`config.mk`:
```
export PLATFORM = sky130hd
export DESIGN_NAME = wdog_window_timer
export DESIGN_NICKNAME = d
export VERILOG_FILES = /design/src/rtl/wdog_pkg.sv /design/src/rtl/sync2.sv /design/src/rtl/wdog_window_timer.sv
export SDC_FILE = /design/constraint.sdc
export NUM_CORES = 1
export LEC_CHECK = 0
export CAP_MARGIN = 20
export CORE_MARGIN = 1.5
export CORE_UTILIZATION = 42
export DETAILED_ROUTE_END_ITERATION = 10
export GPL_ROUTABILITY_DRIVEN = 0
export GPL_TIMING_DRIVEN = 0
export PLACE_DENSITY_LB_ADDON = 0.3
export SKIP_CTS_REPAIR_TIMING = 1
export SLEW_MARGIN = 20
export SYNTH_ARGS = -nofsm -noshare
export SYNTH_HDL_FRONTEND = slang
export SYNTH_SLANG_ARGS = --single-unit
```
`constraint.sdc`:
```
create_clock -name clk -period 3.6 [get_ports clk]
set_input_delay 0.72 -clock clk [delete_from_list [all_inputs] [get_ports clk]]
set_output_delay 0.72 -clock clk [all_outputs]
set_load 0.02 [all_outputs]
```
`src/rtl/wdog_pkg.sv`:
```
// Shared types for the windowed motor watchdog: FSM states and trip-cause codes.
package wdog_pkg;

  typedef enum logic [1:0] {
    IDLE = 2'd0,
    RUN  = 2'd1,
    TRIP = 2'd2
  } state_e;

  localparam logic [1:0] CAUSE_NONE    = 2'b00;
  localparam logic [1:0] CAUSE_TIMEOUT = 2'b01;
  localparam logic [1:0] CAUSE_EARLY   = 2'b10;

endpackage

```
`src/rtl/sync2.sv`:
```
// Generic two-flop level synchroniser with synchronous active-low clear.
module sync2 #(
  parameter int W = 1
) (
  input  logic         clk,
  input  logic         resetn,
  input  logic [W-1:0] d,
  output logic [W-1:0] q
);

  logic [W-1:0] s1_q;
  logic [W-1:0] s2_q;

  always_ff @(posedge clk) begin
    if (!resetn) begin
      s1_q <= '0;
      s2_q <= '0;
    end else begin
      s1_q <= d;
      s2_q <= s1_q;
    end
  end

  assign q = s2_q;

endmodule

```
`src/rtl/wdog_window_timer.sv`:
```
// Windowed motor watchdog: counts prescaled ticks in RUN, trips on timeout or early kick,
// latches the cause and gates the motor enable until the trip is cleared.
module wdog_window_timer
  import wdog_pkg::*;
#(
  parameter int              CNTW      = 16,
  parameter int              WINDOW_EN = 1,
  parameter logic [CNTW-1:0] TO_RST    = {CNTW{1'b1}},
  parameter logic [CNTW-1:0] WIN_RST   = '0
) (
  input  logic            clk,
  input  logic            resetn,
  input  logic            cein,
  input  logic            enable,
  input  logic            wdogdis,
  input  logic            kick,
  input  logic            clrtrip,
  input  logic            timeoutld,
  input  logic            windowld,
  input  logic [CNTW-1:0] wrtdata,
  output logic            motorenaint,
  output logic            wdtripce,
  output logic            tripped,
  output logic [1:0]      tripcause,
  output logic [CNTW-1:0] count
);

  state_e          state_q, state_d;
  logic [CNTW-1:0] count_q, count_d;
  logic [CNTW-1:0] timeout_q, timeout_d;
  logic [CNTW-1:0] window_q, window_d;
  logic            tripped_q, tripped_d;
  logic [1:0]      cause_q, cause_d;
  logic            wdtripce_q, wdtripce_d;
  logic            motorena_q, motorena_d;
  logic            wdogdis_s;
  logic            early_kick;
  logic            regs_unlocked;

  sync2 #(.W(1)) u_dis_sync (
    .clk    (clk),
    .resetn (resetn),
    .d      (wdogdis),
    .q      (wdogdis_s)
  );

  assign early_kick    = (WINDOW_EN != 0) && (count_q < window_q);
  assign regs_unlocked = (state_q != RUN);

  always_comb begin
    state_d    = state_q;
    count_d    = count_q;
    tripped_d  = tripped_q;
    cause_d    = cause_q;
    wdtripce_d = 1'b0;
    case (state_q)
      IDLE: begin
        count_d = '0;
        if (enable && !wdogdis_s) state_d = RUN;
      end
      RUN: begin
        if (!enable || wdogdis_s) begin
          state_d = IDLE;
          count_d = '0;
        end else if (kick) begin
          if (early_kick) begin
            state_d    = TRIP;
            tripped_d  = 1'b1;
            cause_d    = CAUSE_EARLY;
            wdtripce_d = 1'b1;
          end else begin
            count_d = '0;
          end
        end else if (cein) begin
          // Trip on equality before incrementing, so the counter can never wrap.
          if (count_q == timeout_q) begin
            state_d    = TRIP;
            tripped_d  = 1'b1;
            cause_d    = CAUSE_TIMEOUT;
            wdtripce_d = 1'b1;
          end else begin
            count_d = count_q + CNTW'(1);
          end
        end
      end
      TRIP: begin
        if (clrtrip) begin
          state_d   = IDLE;
          count_d   = '0;
          tripped_d = 1'b0;
          cause_d   = CAUSE_NONE;
        end
      end
      default: begin
        state_d = IDLE;
        count_d = '0;
      end
    endcase
  end

  // Limit registers are frozen while the motor runs.
  assign timeout_d  = (timeoutld && regs_unlocked) ? wrtdata : timeout_q;
  assign window_d   = (windowld && regs_unlocked) ? wrtdata : window_q;
  assign motorena_d = enable && (state_d != TRIP);

  always_ff @(posedge clk) begin
    if (!resetn) begin
      state_q    <= IDLE;
      count_q    <= '0;
      timeout_q  <= TO_RST;
      window_q   <= WIN_RST;
      tripped_q  <= 1'b0;
      cause_q    <= CAUSE_NONE;
      wdtripce_q <= 1'b0;
      motorena_q <= 1'b0;
    end else begin
      state_q    <= state_d;
      count_q    <= count_d;
      timeout_q  <= timeout_d;
      window_q   <= window_d;
      tripped_q  <= tripped_d;
      cause_q    <= cause_d;
      wdtripce_q <= wdtripce_d;
      motorena_q <= motorena_d;
    end
  end

  assign motorenaint = motorena_q;
  assign wdtripce    = wdtripce_q;
  assign tripped     = tripped_q;
  assign tripcause   = cause_q;
  assign count       = count_q;

endmodule
```
# Word level (Yosys, flattened, before mapping)
# Index checks and enable logic that the tools add are counted.
[classes]
mux = 33
shifts = 0
multipliers = 0
add_sub_neg = 1
n_reduce_logical = 12
magnitude_cmp = 1
div_mod_pow = 0
bitwise_logic = 2
eq_ne = 13
[ops]
columns = ["op", "count"]
rows = [
  ["16-bit 2-to-1 mux", 6],
  ["16-bit one-hot mux with 2 select lines", 1],
  ["2-bit 2-to-1 mux", 13],
  ["16-bit by 1-bit adder with 16-bit output (second input constant)", 1],
  ["16-bit == test", 1],
  ["16-bit less-than comparator", 1],
  ["4-bit inequality test (second input constant)", 3],
  ["1-bit 2-to-1 mux", 10],
  ["3-bit inequality test (second input constant)", 3],
  ["2-bit inequality test (second input constant)", 3],
  ["2-bit one-hot mux with 3 select lines", 1],
  ["6-bit AND reduction", 1],
  ["1-bit logical AND", 4],
  ["2-bit one-hot mux with 2 select lines", 1],
  ["4-bit AND reduction", 1],
  ["3-bit OR reduction", 1],
  ["2-bit by 1-bit == test with 1-bit output (second input constant)", 1],
  ["2-bit == test (second input constant)", 1],
  ["1-bit logical NOT", 2],
  ["2-bit logical NOT", 1],
  ["2-bit by 1-bit inequality test with 1-bit output (second input constant)", 1],
  ["1-bit NOT", 2],
  ["1-bit one-hot mux with 2 select lines", 1],
  ["2-bit nonzero test", 1],
  ["1-bit logical OR", 1],
]
[word_totals]
word_cells = 72
latchBits = 0
mem_bits_ro = 0
register_bits = 57
mem_bits_rw = 0
in_bits = 25
n_memories = 0

# Longest topological paths before layout
# Gate-level depths: netlist of run 1.
[depth]
word_depth = 8
mapped_depth = 11
ltp_nobuf = 9

# Cells and area by module
# From an unflattened synthesis of run 1, not the netlist that was laid out.
[unflattened]
cells_unflattened = 348
hier_area_um2 = 2846.5
[modules_own_cells]
columns = ["mod", "cells_each", "instances", "seq_area_each_um2", "area_each_um2"]
rows = [
  ["wdog_window_timer", 344, 1, 1101.1, 2793.9],
  ["sync2", 4, 1, 40.0, 52.6],
]

# Worst setup path before layout of run 1
# OpenSTA, ideal clock, no wires.
[synth_path]
kind = "flip-flop to flip-flop"
start = "reg count_q[13] (netlist: count[13])"
end = "reg count_q[10] (netlist: count[10])"
stages_incl_launch_ff = 11
arrival_time_ns = 2.523
required_time_ns = 3.462
period_less_slack_ns = 2.662
path_buffers = 2
slack_ns = 0.938
path_cell_list = "dfxtp_1 -> ha_1 -> nand4_1 -> or3_1 -> nor3_2 -> a211oi_1 -> o31a_1 -> buf_2 -> buf_2 -> o41ai_1 -> a21oi_1"
[synth_via]
elab_chain_len = 3
elab_cells_between_ends = 5
[synth_rtl]
columns = ["item", "line", "source"]
rows = [
  ["from (decl)", "wdog_window_timer.sv:29", "logic [CNTW-1:0] count_q, count_d;"],
  ["from (signal assigned)", "wdog_window_timer.sv:118", "count_q <= count_d;"],
  ["16-bit less-than comparator or 16-bit == test (tied branches)", "wdog_window_timer.sv:47, wdog_window_timer.sv:76", ""],
  ["4-bit inequality test (no line)", "n/a", ""],
  ["4-bit AND reduction (no line) (*)", "n/a", ""],
]
# Every way passes the cells marked *; elsewhere a longest branch is shown, timed or not.
# A chain may end at the register's enable or synchronous reset.

# Final worst setup path of run 1
[layout_path]
start = "reg count_q[15] (netlist: count[15])"
end = "reg count_q[5] (netlist: count[5])"
# The elaborated chain is that of the path after synthesis.

==> results of run 1 <==
registers in the layout, summed over array words and instances, names as in the netlist:
register	count
tripped	1
u_dis_sync.q	1
u_dis_sync.s1_q	1
window_q	16
timeout_q	16
count	16
state_q	2
tripcause	2
motorenaint	1
wdtripce	1
where the power goes:
part	total (mW)	internal (mW)	switching, mW	leakage [nW]
registers	0.679	0.661	0.0187	0.467
logic	0.153	0.0693	0.0841	0.779
clock network	0.528	0.295	0.233	0.0875
per-layer routing:
metal  vias to the layer above  GRT usage, %  wire length, um
met5                         -             0                0
met4                         0          8.94              149
met3                        16          5.21              377
met2                        70          32.7             3230
met1                      1182          25.0             2990
li1                       1312             -                -
cell usage after synthesis (all sizes together), types with 3 or more instances:
cell type and number:
buf 4, xor2 16, a21oi 41, or3 8
nor2 4, clkbuf 11, o31ai 8, nor3 3
nand2 82, dfxtp 57, nor2b 3, ha 16
nand4 4, o21ai 10, or4 6, nand3 23
and2 5, inv 18, nor4 3, a21o 3
and3 3
how the worst min path moves through the flow:
stage,start,to
after CTS,u_dis_sync.q,state_q[0]
after global routing,u_dis_sync.q,state_q[0]
after global placement,u_dis_sync.q,state_q[0]
after floorplan,u_dis_sync.q,state_q[0]
after detailed placement,u_dis_sync.s1_q,u_dis_sync.q
final,u_dis_sync.s1_q,u_dis_sync.q
cells by family (layout without fill, tap and decap cells):
kind of cell	after synthesis	in the layout
xor+xnor	16	16
buf+inv	33	91
fa+ha+maj	16	16
flops	57	57
simple gates	153	153
compound gates	73	73
layout make-up:
cell class / count / area, sq um
clock buffers: 13 / 169
multi-input cells: 258 / 1500
inverters: 18 / 67.6
fillers: 609 / 2860
repair buffers: 45 / 450
flip-flops and latches: 57 / 1140
well taps: 77 / 96.3
plain buffers: 15 / 61.3
worst register-to-register path, stage by stage, from the launching register on:
cell	delay, ns
dfxtp_1	0.37
ha_1	0.34
nand4_1	0.15
or3_1	0.43
nor3_2	0.16
a211oi_1	0.16
o31a_1	0.33
o31ai_2	0.55
buf_2	0.33
a21oi_1	0.06
cells in the final DEF (no fill, tap or decap), types with 4 or more instances in the layout:
| cell type | Yosys | routed |
|---|---|---|
| nand2_1 | 82 | 82 |
| dfxtp_1 | 57 | 57 |
| clkdlybuf4s50_1 | 0 | 45 |
| a21oi_1 | 41 | 41 |
| nand3_1 | 23 | 23 |
| inv_1 | 18 | 18 |
| xor2_1 | 16 | 16 |
| ha_1 | 16 | 16 |
| clkbuf_1 | 11 | 12 |
| clkbuf_8 | 0 | 12 |
| o21ai_0 | 10 | 10 |
| or3_1 | 8 | 8 |
| o31ai_1 | 7 | 7 |
| or4_1 | 6 | 6 |
| and2_1 | 5 | 5 |
| nand4_1 | 4 | 4 |
| nor2_1 | 4 | 4 |
| buf_2 | 4 | 4 |
==> out/metrics.yaml, run 1 <==
routing:
  ant_nets: 0
  wl_per_cell_um: 14.0
  route.detailed.drc: 0
  drt-pass1-iter-count: 4
  drt_iter0_drc: 125
  num_vias: 2580
  vias_per_cell: 5.34
  wirelength_um: 6750
critical_path:
  critPathLaunchType: "register"
  regToRegSetupSlack_ns: 0.58
  timing.critical_path.cells: "ha_1 > nand4_1 > or3_1 > nor3_2 > a211oi_1 > o31a_1 > o31ai_2 > buf_2 > a21oi_1"
  crit_path_top_delay_cell: "o31ai_2"
  regToRegEndpoint: "count[5]"
  r2r_cells: 9
  crit_fanout: 10
  crit_family: "compound AO/OA/AOI/OAI gates"
  endpoint_kind: "register"
  required_ns: 3.82
  path_class: "register to register"
  crit_path_start: "count[15]"
  slowest_delay_ns: 0.55
  critPathBufInv: 1
  critPathCapture: "count[5]"
  reg2reg_from: "count[15]"
  cp_num_cells: 9
  cp.arrival_ns: 3.24
synthesis:
  synth_top_family_by_area: "simple AND/OR/NAND/NOR gates"
  synth.distinct_cells: 39
  synth-compound-area-share_pct: 15.5
  yosysWarningCount: 0
  synth_simple_gate_area_share_pct: 26.4
  synthArstFlopShare_pct: 0
  muxShareOfSynthArea_pct: 0
  synth_edf_count: 0
  synth_cells: 348
  synth_area_leaders: "dfxtp_1 (41%), nand2_1 (11%), a21oi_1 (7.4%), ha_1 (7.2%), xor2_1 (5.1%)"
  synthXorXnorAreaFrac_pct: 5.05
  postSynthAreaPerCell_sq_um: 7.97
  netlist_area_sq_um: 2770
  syn_nets: 389
  synth_top_area_share_pct: 41.2
  synth.largest_area_cell: "dfxtp_1"
  synth-seq-cells: 57
  ys.flop_type: "dfxtp_1"
  seq_area_frac_synth_pct: 41.2
  synthAdderAreaFrac_pct: 7.22
final_layout:
  nNetsFinal: 445
  fin_util_pct: 54.9
  num_antenna_cells: 0
  stdcell_area_sq_um: 3490
  layout-drive-gt1-share_pct: 4.93
  syn2layout_area_growth_pct: 25.8
  final_cell_count_no_fill: 483
grt:
  first_global_vias: 2413
  antenna_found_initial: 0
  gr-total-overflow: 0
  grt_util_all_layers_pct: 20.1
  grt_max_degree: 11
  grt_pass1_wl_um: 11200
clock_network:
  cts_buffers: 9
  cts_buffer_depth: 2
  clk_pin_slew_ns: 0.06
  cts_tree: "yes"
  h-tree-depth: 3
  worstSkewPairLatency_ns: 0.34
  root_buffer: "clkbuf_8"
  cts.sinks: 57
placement:
  dp.cells: 470
  dpl_cell_area_sq_um: 3320
  place_ws_ns: 0.429
  portBuffers: 45
  dp_hpwl_um: 5210
power_and_ir_drop:
  p_leak_nw: 1.33
  power.density_nw_per_um2: 390
  peakVddDrop_mv: 0.324
  post-layout-total-power_mw: 1.36
hold_path:
  worstHoldPathCells: 1
  hold_class: "register to register"
timing:
  skew_ns: 0.00975
  fin_tns_setup_ns: 0
  finalCriticalPeriod_ns: 3.02
  rsz0062_at_grt: "false"
  period_share_pct: 83.8
  setup_ws_ns: 0.583
  hold_viol_final: 0
  worst_slew_margin_rel_pct: 57.5
  worst_slew_pin_slew_ns: 0.633
  setup_viol: 0
  slew_violations: 0
  fmax_ghz: 0.331
  whs_ns: 0.431
die:
  initial_core_util_pct: 43.7
  core_area_sq_um: 6350
  placementRows: 29
  io_pins: 46
  fp.dieH_um: 84.3
  fp.dieArea_sq_um: 7100
  die_x_um: 84.3
job:
  cap_viol_max_count: 0
outcome:
  status: "finished, final reports clean"
Power figures use the tool's default switching activity.
==> run 2: changes to the inputs <==
clock period = 3.15 ns   (was 3.6 ns; I/O delays follow)
==> out/metrics.yaml, run 2 (synthesis results as in run 1) <==
final_layout:
  layout-drive-gt1-share_pct: 4.93  # unchanged
  final_common_cell: "nand2_1"  # unchanged
  syn2layout_area_growth_pct: 26.1  # was 25.8%
  num_antenna_cells: 0  # unchanged
  nNetsFinal: 445  # unchanged
  layout_common_cells: "nand2_1 (82), dfxtp_1 (57), clkdlybuf4s50_1 (45)"  # unchanged
  final_cell_count_no_fill: 483  # unchanged
  stdcell_area_sq_um: 3500  # was 3490 sq um
routing:
  wirelength_um: 6740  # was 6750 um
  drt_iter0_drc: 163  # was 125
  drt-pass1-iter-count: 4  # unchanged
  route.detailed.drc: 0  # unchanged
  vias_per_cell: 5.32  # was 5.34
  ant_nets: 0  # unchanged
  wl_per_cell_um: 14.0  # about the same
  num_vias: 2569  # was 2580
power_and_ir_drop:
  p_int_mw: 1.17  # was 1.02 mW
  p_leak_nw: 1.34  # was 1.33 nW
  clkPwrFrac_pct: 38.8  # about the same
  p_comb_share_pct: 11.3  # about the same
  peakVddDrop_mv: 0.372  # was 0.324 mV
  switching_share_pct: 24.7  # about the same
  p_sw_mw: 0.385  # was 0.336 mW
  power.density_nw_per_um2: 445  # was 390 nW/um^2
  seqPwrFrac_pct: 49.9  # about the same
clock_network:
  cts_buffers: 9  # unchanged
  cts.sinks: 57  # unchanged
  h-tree-depth: 3  # unchanged
  cts_tree: "yes"  # unchanged
  root_buffer: "clkbuf_8"  # unchanged
  clk_pin_slew_ns: 0.06  # about the same
  cts_buffer_depth: 2  # unchanged
  worstSkewPairLatency_ns: 0.34  # about the same
timing:
  finalCriticalPeriod_ns: 2.97  # was 3.02 ns
  worst_slew_margin_rel_pct: 47.4  # was 57.5%
  hold_viol_final: 0  # unchanged
  worst_slew_pin_slew_ns: 0.787  # was 0.633 ns
  fmax_ghz: 0.337  # was 0.331 GHz
  rsz0062_at_grt: "false"  # unchanged
  fin_tns_setup_ns: 0  # unchanged
  skew_ns: 0.0103  # was 0.00975 ns
  period_share_pct: 94.2  # was 83.8%
  whs_ns: 0.434  # was 0.431 ns
  slew_violations: 0  # unchanged
  setup_viol: 0  # unchanged
placement:
  dp_hpwl_um: 5210  # unchanged
  dpl_cell_area_sq_um: 3320  # unchanged
  dp.cells: 470  # unchanged
  portBuffers: 45  # unchanged
critical_path:
  critPathLaunchType: "register"  # unchanged
  regToRegSetupSlack_ns: 0.18  # was 0.58 ns
  path_class: "register to register"  # unchanged
  required_ns: 3.36  # was 3.82 ns
  endpoint_kind: "register"  # unchanged
  crit_fanout: 10  # unchanged
  cp.arrival_ns: 3.18  # was 3.24 ns
die:
  io_pins: 46  # unchanged
  fp.dieArea_sq_um: 7100  # unchanged
  fp.dieH_um: 84.3  # unchanged
  die_x_um: 84.3  # unchanged
  initial_core_util_pct: 43.7  # unchanged
  core_area_sq_um: 6350  # unchanged
  placementRows: 29  # unchanged
grt:
  gr-total-overflow: 0  # unchanged
  first_global_vias: 2413  # unchanged
  grt_util_all_layers_pct: 20.1  # unchanged
  antenna_found_initial: 0  # unchanged
  grt_pass1_wl_um: 11200  # unchanged
  grt_max_degree: 11  # unchanged
job:
  cap_viol_max_count: 0  # unchanged
outcome:
  status: "finished, final reports clean"  # unchanged
hold_path:
  hold_class: "register to register"  # unchanged
run 2: cell types whose count changed in the layout (fill, tap and decap cells not counted):
cell / previous run / this run
o31ai_2: 1 / 0
o31ai_4: 0 / 1
run 2: through the flow:
stage	power, mW	utilization, %	worst slack (ns)
2_1_floorplan	0.893	-	0.488
4_1_cts	1.57	54.9	0.121
3_3_place_gp	0.963	52.3	0.0724
6_report	1.56	55.1	0.181
3_5_place_dp	0.968	52.3	0.0689
5_1_grt	1.63	55.1	0.0149
run 2: layout make-up:
type / count / area [sq um]
plain buffers: 15 / 61.3
clock buffers: 13 / 169
fillers: 609 / 2850
inverters: 18 / 67.6
multi-input cells: 258 / 1510
flip-flops and latches: 57 / 1140
well taps: 77 / 96.3
repair buffers: 45 / 450
run 2: path summary, 6_finish.rpt:
check | startpoint | endpoint | cells after the start
worst max-delay path | count[15] | count[10] | 10
worst min-delay path | u_dis_sync.s1_q | u_dis_sync.q | 1
worst max register to register | count[15] | count[10] | 10
worst min register to register | u_dis_sync.s1_q | u_dis_sync.q | 1
run 2: power groups by stage:
stage / combinational [mW] / sequential (mW) / clock [mW]
floorplan: 0.104 / 0.789 / 0
global placement: 0.173 / 0.791 / 0
detailed placement: 0.176 / 0.792 / 0
CTS: 0.177 / 0.776 / 0.615
global route: 0.198 / 0.780 / 0.651
finish: 0.176 / 0.777 / 0.604
run 2: layer usage:
layer	global-route usage (%)	wire (um)
met5	0	0
met3	5.21	331
met1	25.0	3000
met4	8.94	145
met2	32.7	3270
run 2: worst max-delay path, cell delays in order, from the launching register on:
cell and delay (ns):
dfxtp_1 0.37, ha_1 0.34, nand4_1 0.16, or3_1 0.43, nor3_2 0.16, a211oi_1 0.17
o31a_1 0.36, buf_2 0.19, buf_2 0.20, o41ai_1 0.36, a21oi_1 0.10
==> run 3: changes to the inputs <==
CAP_MARGIN = unset   (was 20)
CORE_UTILIZATION = 40   (was 42)
==> out/metrics.yaml, run 3 (synthesis results as in run 1) <==
routing:
  wl_per_cell_um: 13.7  # was 14.0 um
  num_vias: 2564  # was 2569
  drt_iter0_drc: 54  # was 163
  wirelength_um: 6700  # was 6740 um
  ant_nets: 0  # unchanged
  route.detailed.drc: 0  # unchanged
  vias_per_cell: 5.24  # was 5.32
  drt-pass1-iter-count: 4  # unchanged
critical_path:
  path_class: "register to register"  # unchanged
  r2r_cells: 10  # unchanged
  required_ns: 3.37  # was 3.36 ns
  critPathLaunchType: "register"  # unchanged
  crit_fanout: 10  # unchanged
  reg2reg_from: "count[15]"  # unchanged
  regToRegSetupSlack_ns: 0.20  # was 0.18 ns
  cp.arrival_ns: 3.17  # was 3.18 ns
  regToRegEndpoint: "count[10]"  # unchanged
  endpoint_kind: "register"  # unchanged
  crit_path_start: "count[15]"  # unchanged
final_layout:
  final_common_cell: "nand2_1"  # unchanged
  nNetsFinal: 445  # unchanged
  syn2layout_area_growth_pct: 27.3  # was 26.1%
  final_cell_count_no_fill: 489  # was 483
  num_antenna_cells: 0  # unchanged
  layout_common_cells: "nand2_1 (82), dfxtp_1 (57), clkdlybuf4s50_1 (45)"  # unchanged
  fin_util_pct: 52.2  # was 55.1%
  layout-drive-gt1-share_pct: 5.62  # was 4.93%
power_and_ir_drop:
  power.density_nw_per_um2: 465  # was 445 nW/um^2
  peakVddDrop_mv: 0.284  # was 0.372 mV
  p_leak_nw: 1.34  # about the same
grt:
  grt_util_all_layers_pct: 20.0  # was 20.1%
  grt_use_met2_pct: 32.8  # was 32.7%
  antenna_found_initial: 0  # unchanged
  first_global_vias: 2527  # was 2413
  met1_usage_pct: 25.1  # was 25.0%
  gr-total-overflow: 0  # unchanged
  grt_max_degree: 11  # unchanged
  grt_pass1_wl_um: 11600  # was 11200 um
  grt_use_met3_pct: 3.90  # was 5.21%
  grt.busiest_layer: "met2"  # unchanged
die:
  core_area_sq_um: 6760  # was 6350 sq um
  io_pins: 46  # unchanged
  die_x_um: 86.3  # was 84.3 um
  initial_core_util_pct: 41.0  # was 43.7%
  fp.dieH_um: 86.3  # was 84.3 um
  fp.dieArea_sq_um: 7440  # was 7100 sq um
  placementRows: 30  # was 29
placement:
  dp.cells: 473  # was 470
  place_ws_ns: 0.112  # was 0.0689 ns
  portBuffers: 45  # unchanged
  dp_hpwl_um: 5170  # was 5210 um
timing:
  setup_ws_ns: 0.200  # was 0.181 ns
  worst_slew_pin_slew_ns: 0.799  # was 0.787 ns
  worst_slew_margin_rel_pct: 46.6  # was 47.4%
  period_share_pct: 93.7  # was 94.2%
  finalCriticalPeriod_ns: 2.95  # was 2.97 ns
  hold_viol_final: 0  # unchanged
  slew_violations: 0  # unchanged
  whs_ns: 0.434  # about the same
  fmax_ghz: 0.339  # was 0.337 GHz
  fin_tns_setup_ns: 0  # unchanged
  rsz0062_at_grt: "false"  # unchanged
  skew_ns: 0.00873  # was 0.0103 ns
  setup_viol: 0  # unchanged
hold_path:
  hold_end: "u_dis_sync.q"  # unchanged
  worstHoldStart: "u_dis_sync.s1_q"  # unchanged
  hold_class: "register to register"  # unchanged
  worstHoldPathCells: 1  # unchanged
clock_network:
  worstSkewPairLatency_ns: 0.34  # about the same
  cts.sinks: 57  # unchanged
  h-tree-depth: 3  # unchanged
  cts_tree: "yes"  # unchanged
  cts_buffers: 9  # unchanged
  root_buffer: "clkbuf_8"  # unchanged
  clk_pin_slew_ns: 0.07  # was 0.06 ns
  cts_buffer_depth: 2  # unchanged
outcome:
  status: "finished, final reports clean"  # unchanged
job:
  cap_viol_max_count: 0  # unchanged
## run 3: final cells by class
class / instances / area [sq um]
buffer: 15 / 61.3
fill: 657 / 3230
clock inverter: 5 / 55.1
clock buffer: 11 / 141
inverter: 18 / 67.6
multi-input combinational: 258 / 1510
sequential: 57 / 1140
timing repair buffer: 45 / 450
tap: 80 / 100
## run 3: report_power, final
part	total, mW	switching [mW]	leakage, nW	internal [mW]
sequential	0.777	0.0221	0.467	0.755
clock	0.687	0.303	0.0953	0.384
combinational	0.176	0.0964	0.781	0.0797
total	1.64	0.421	1.34	1.22
## run 3: how the worst max path moves through the flow
| stage | cells past startpoint | end |
|---|---|---|
| 2_1_floorplan | 10 | count[10] |
| 3_3_place_gp | 9 | count[13] |
| 3_5_place_dp | 9 | count[13] |
| 4_1_cts | 9 | count[3] |
| 5_1_grt | 10 | count[10] |
| 6_report | 10 | count[10] |
## run 3: critical path: stages (launching register included)
cell and delay [ns]:
dfxtp_1 0.38, ha_1 0.35, nand4_1 0.14, or3_1 0.43, nor3_2 0.16, a211oi_1 0.15
o31a_1 0.35, buf_2 0.19, buf_2 0.20, o41ai_1 0.37, a21oi_1 0.11
## run 3: layer usage
| layer | vias up | share of wire, % |
|---|---|---|
| met1 | 1176 | 48 |
| met3 | 17 | 2.8 |
| met4 | 0 | 2.7 |
| met2 | 43 | 47 |
| li1 | 1328 | - |
| met5 | - | 0 |
## run 3: through the flow
| stage | total power, mW | cell area [sq um] |
|---|---|---|
| floorplan | 0.893 | 2770 |
| global placement | 0.963 | 3320 |
| detailed placement | 0.968 | 3320 |
| CTS | 1.65 | 3520 |
| global route | 1.71 | 3530 |
| finish | 1.64 | 3530 |
